**config.mk**
```make
export PLATFORM = sky130hd
export DESIGN_NAME = sysid_read_arbiter
export DESIGN_NICKNAME = d
export VERILOG_FILES = /design/src/rtl/sysid_read_arbiter.sv
export SDC_FILE = /design/constraint.sdc
export NUM_CORES = 1
export LEC_CHECK = 0
export CORE_ASPECT_RATIO = 1.5
export CORE_UTILIZATION = 41
export DETAILED_ROUTE_END_ITERATION = 10
export GPL_TIMING_DRIVEN = 0
export PLACE_DENSITY = 0.75
export SKIP_CTS_REPAIR_TIMING = 1
export SLEW_MARGIN = 0
export SYNTH_ARGS = -nofsm -noshare
export SYNTH_HDL_FRONTEND = slang
export SYNTH_SLANG_ARGS = --single-unit
```
**constraint.sdc**
```tcl
create_clock -name clock -period 2.23 [get_ports clock]
set_input_delay 0.5575 -clock clock [delete_from_list [all_inputs] [get_ports clock]]
set_output_delay 0.5575 -clock clock [all_outputs]
set_load 0.005 [all_outputs]
```
**src/rtl/sysid_read_arbiter.sv**
```systemverilog
// Two-master round-robin read arbiter in front of the single-port sysid slave.
// Each master gets a pipelined Avalon-MM read port with waitrequest and fixed-latency readdatavalid.

module sysid_read_arbiter #(
   parameter int ADDR_W = 1,
   parameter int DATA_W = 32
) (
   input  logic              clock,
   input  logic              reset_n,

   input  logic [ADDR_W-1:0] m0_address,
   input  logic              m0_read,
   output logic              m0_waitrequest,
   output logic [DATA_W-1:0] m0_readdata,
   output logic              m0_readdatavalid,

   input  logic [ADDR_W-1:0] m1_address,
   input  logic              m1_read,
   output logic              m1_waitrequest,
   output logic [DATA_W-1:0] m1_readdata,
   output logic              m1_readdatavalid,

   output logic [ADDR_W-1:0] slv_address,
   input  logic [DATA_W-1:0] slv_readdata
);

   typedef enum logic {
      IDLE  = 1'b0,
      SERVE = 1'b1
   } state_t;

   state_t state;
   state_t state_next;
   logic   grant;
   logic   grant_next;
   logic   last_grant;
   logic   load_addr;
   logic   other_read;

   // From SERVE only the other master is considered, so a master that keeps
   // reading can never lock out its peer.
   assign other_read = grant ? m0_read : m1_read;

   always_comb begin
      state_next = state;
      grant_next = grant;
      load_addr  = 1'b0;
      case (state)
         IDLE: begin
            if (m0_read && m1_read) begin
               state_next = SERVE;
               grant_next = ~last_grant;
               load_addr  = 1'b1;
            end else if (m0_read) begin
               state_next = SERVE;
               grant_next = 1'b0;
               load_addr  = 1'b1;
            end else if (m1_read) begin
               state_next = SERVE;
               grant_next = 1'b1;
               load_addr  = 1'b1;
            end
         end
         SERVE: begin
            if (other_read) begin
               state_next = SERVE;
               grant_next = ~grant;
               load_addr  = 1'b1;
            end else begin
               state_next = IDLE;
            end
         end
         default: begin
            state_next = IDLE;
         end
      endcase
   end

   always_ff @(posedge clock) begin
      if (!reset_n) begin
         state            <= IDLE;
         grant            <= 1'b0;
         last_grant       <= 1'b1;
         slv_address      <= '0;
         m0_readdata      <= '0;
         m0_readdatavalid <= 1'b0;
         m1_readdata      <= '0;
         m1_readdatavalid <= 1'b0;
      end else begin
         state            <= state_next;
         grant            <= grant_next;
         m0_readdatavalid <= 1'b0;
         m1_readdatavalid <= 1'b0;
         if (load_addr) begin
            slv_address <= grant_next ? m1_address : m0_address;
         end
         // The slave is combinational, so the word is captured on the same
         // edge that ends the SERVE cycle.
         if (state == SERVE) begin
            last_grant <= grant;
            if (grant) begin
               m1_readdata      <= slv_readdata;
               m1_readdatavalid <= 1'b1;
            end else begin
               m0_readdata      <= slv_readdata;
               m0_readdatavalid <= 1'b1;
            end
         end
      end
   end

   assign m0_waitrequest = m0_read && !((state == SERVE) && (grant == 1'b0));
   assign m1_waitrequest = m1_read && !((state == SERVE) && (grant == 1'b1));

endmodule

```
==> Word level (Yosys, flattened, before mapping) <==
Cells that the tools add are included.
{ "word_totals": {"ff_bits": 70, "out_inout_bits": 69} }
{ "op_classes": {"bitwise_logic": 3, "mux": 14, "n_reduce_logical": 10} }
{ "ops": {"columns": ["cell", "count"], "rows": [
  ["$mux W1", 12],
  ["$reduce_and A2 Y1", 3],
  ["$logic_and A1 B1 Y1", 5],
  ["$pmux W1 S2", 2],
  ["$not A1 Y1", 3],
  ["$logic_not A1 Y1", 2]
]} }

==> Logic depth before layout (Yosys ltp) <==
Gate-level depths: netlist (run 1).
{ "depth": {"depth_word": 5, "ltp_mapped": 6, "mapped_depth_nobuf": 3} }

==> Least setup slack after synthesis (run 1) <==
No wires, ideal clock.
{ "synth_path": {"path_kind": "reg-to-output", "start": "register grant", "end": "output m0_waitrequest", "path_buffers": 3, "path_slack_ns": 0.656, "arrival_ns": 1.016, "required_time_ns": 1.673, "stages_incl_launch_ff": 6, "path_cell_list": "dfxtp_1 > buf_2 > nand2b_1 > buf_2 > buf_2 > and2_1"} }
{ "synth_between": {"elab_chain_cells": 4} }
{ "synth_rtl": {"columns": ["element", "line", "source"], "rows": [
  ["start, declared", "34", "logic grant;"],
  ["start signal, assigned", "91", "grant <= grant_next;"],
  ["$not A1 Y1 (no source line)", null, null],
  ["$logic_and A1 B1 Y1", "112", "assign m0_waitrequest = m0_read && !((state == SERVE) && (grant == 1'b0));"],
  ["$logic_not A1 Y1", "112", null],
  ["$logic_and A1 B1 Y1", "112", null],
  ["end, declared", "13", "output logic m0_waitrequest,"]
]} }
Every way passes these cells.

==> Final worst setup path (run 1) <==
{ "layout_path": {"start": "input m1_read", "end": "output m1_waitrequest"} }
{ "layout_between": {"elab_chain_cells": 1} }
{ "layout_rtl": {"columns": ["element", "line", "source"], "rows": [
  ["start, declared", "18", "input logic m1_read,"],
  ["$logic_and A1 B1 Y1", "113", "assign m1_waitrequest = m1_read && !((state == SERVE) && (grant == 1'b1));"],
  ["end, declared", "19", "output logic m1_waitrequest,"]
]} }
Every way passes these cells.

==> results of run 1 <==
## where the power goes
| part | switching (W) | internal [W] | leakage, nW |
|---|---|---|---|
| Clock | 0.000446 | 0.000389 | 0.0817 |
| Combinational | 0.000173 | 0.000221 | 0.738 |
| Sequential | 0.0000327 | 0.00131 | 0.570 |
## final cells by class
| type | count | area [sq um] | area share, % |
|---|---|---|---|
| flip-flops and latches | 70 | 1400 | 37.0 |
| repair buffers | 106 | 1070 | 28.1 |
| multi-input cells | 213 | 946 | 24.9 |
| clock buffers | 10 | 128 | 3.37 |
| plain buffers | 23 | 123 | 3.23 |
| well taps | 72 | 90.1 | 2.38 |
| clock inverters | 5 | 27.5 | 0.726 |
| inverters | 3 | 11.3 | 0.297 |
## cells in the final DEF, fill, tap and decap left out, types with 2 or more instances in the layout
cell type and n:
clkdlybuf4s50_1 104, clkbuf_1 9, clkbuf_8 9, a21oi_1 66
dlymetal6s2s_1 2, dfxtp_1 70, and2_1 3, clkinv_2 4
buf_2 11, nor2_1 4, nand2_1 130, mux2i_1 2
inv_1 3
## worst max-delay path, cell delays in order
cell	delay (ps)
dlymetal6s2s_1	210
a21boi_1	260
clkdlybuf4s50_1	540
## flip-flops by register name, summed over array words and instances, names as in the netlist
signal and count:
grant 1, last_grant 1, m0_readdata 32, m0_readdatavalid 1, m1_readdata 32, m1_readdatavalid 1
slv_address 1, state 1
## cells by family (layout without fill, tap and decap cells)
logic type	count (synthesis)	in the layout	share of synthesized area, %
and+or+nand+nor	140	140	22.1
AOI/OAI and AO/OA	71	71	15.3
DFF	70	70	57.1
buffers and inverters	26	147	4.69
muxes	2	2	0.816
## stage by stage
step | utilization, % | power [W] | cell area, sq um
after floorplan | - | 0.00152 | 2450
after global placement | 62.3 | 0.00175 | 3610
after detailed placement | 62.3 | 0.00176 | 3610
after CTS | 65.0 | 0.00258 | 3760
after global routing | 65.5 | 0.00268 | 3790
final | 65.5 | 0.00257 | 3790
## synth_stat cells
master | n | area [sq um]
a211oi_1 | 1 | 7.51
a21boi_0 | 1 | 7.51
a21oi_1 | 66 | 330
a32oi_1 | 1 | 8.76
and2_1 | 3 | 18.8
buf_1 | 1 | 3.75
buf_2 | 14 | 70.1
clkbuf_1 | 8 | 30.0
dfxtp_1 | 70 | 1400
inv_1 | 3 | 11.3
mux2i_1 | 2 | 20.0
nand2_1 | 130 | 488
nand2b_1 | 1 | 6.26
nor2_1 | 4 | 15.0
nor2b_1 | 1 | 6.26
o21ba_2 | 1 | 10.0
o221a_1 | 1 | 11.3
or3b_1 | 1 | 8.76
## how the worst max path moves through the flow
| stage | to | depth (start not counted) |
|---|---|---|
| floorplan | m0_waitrequest | 5 |
| global placement | m1_waitrequest | 3 |
| detailed placement | m1_waitrequest | 3 |
| CTS | m0_waitrequest | 6 |
| global route | m1_waitrequest | 3 |
| finish | m1_waitrequest | 3 |
## layer usage
layer	vias up	part of all wire (%)
li1	1221	-
met1	1106	40
met2	81	53
met3	16	4.9
met4	0	2.5
met5	-	0
==> run metrics, run 1 <==
number of detailed-route iterations in the first pass 4; post-route ant nets 0; Post-Syn Nets 347; worst endpoint required time 1670 ps; CTS clock-pin slew for the worst setup and hold paths 60 ps; total negative setup slack 0 ps; Clock Skew 8.42 ps; critical hold path startpoint m1_readdata[12]; Avg Cell Area, Syn 7.94 sq um; initial antenna violation count 0; pin count of the biggest net entering global routing 12; layout cell share with drive strength beyond 1 6.98%; Total Wirelength 6760 microns; Die Y 96.8 microns; WL/cell 13.5 microns; gr ovfl total 0; min setup slack post-route 102 ps; post-synthesis sequential area ratio 57.1%; gpl congestion 0.725; pre-CTS setup slack -308 ps; Yosys cell types 18; PortBufs 106; Clock Sink Count 70; max cap viols 0; maximum VDD drop 0.557 mV; r2r endpoint m1_readdata[29]; crit end category primary output; Post-Synthesis Cells 309; CTS Buf Count 9; Clk Latency, worst-skew pair 340 ps; LEAKAGE 1.39 nW; Core ar. 0.00579 sq mm; H-tree levels 3; GRT busiest layer met2; first-pass GRT wire length 10,300 microns; met3 Resource Use GR 4.36%; via count 2,424; max-slew violations 0; Startpoint Class input pin; worst-case clock buffer depth 2; DRC errors left 0; Yosys reg bits 70; part of the cycle the worst path needs 95.4%; die area 0.00631 sq mm; critical path peak fanout 7; Clock Tree Root clkbuf_8; Initial Utilization 42.4%; synthesis-to-layout area growth 54.5%; Post-DP HPWL 4950 microns; DRT iter0 DRCs 124; crit path kind input pin to primary output; RSZ-0062 raised after global routing no; vias in the first global route 2,202; status finished, final reports clean; Total GRT Usage 21.6%; worst-case reg-to-reg path depth 4; drt via density 4.83; Layout fillers 525; Synth warnings 0; fin nets 464; CTS tree built; hold worst-path end m1_readdata[12]; Hold Vio Cnt, Final 0; # IOs 107; Cells after DPL 487; Slew @ Worst Pin 497 ps; Post-Synthesis Cell Area 0.00245 sq mm; M2 GR Usage 37.2%; worst hold slack 453 ps; post-layout min period 2130 ps; Fmax 0.470 GHz; worst r2r src state; ant diodes 0; Worst Setup SP m1_read; placement row count 34; CP Data Arrival Time 1570 ps; Final Non-Filler Cells 502; die width 65.2 microns; relative slew slack 66.9%; GR Util met1 24.6%; Finish-stage setup viols 0; internal reg-to-reg setup slack 830 ps; Hold Path Class flop to flop; hold depth 2; pwr dens 679 mW/mm^2
Power figures use the tool's default switching activity.
==> run 2: changes to the inputs <==
- HOLD_SLACK_MARGIN: not set -> 0.1
==> results of run 2 <==
Same layout as run 1: the final DEF is identical, and so are final timing and power.
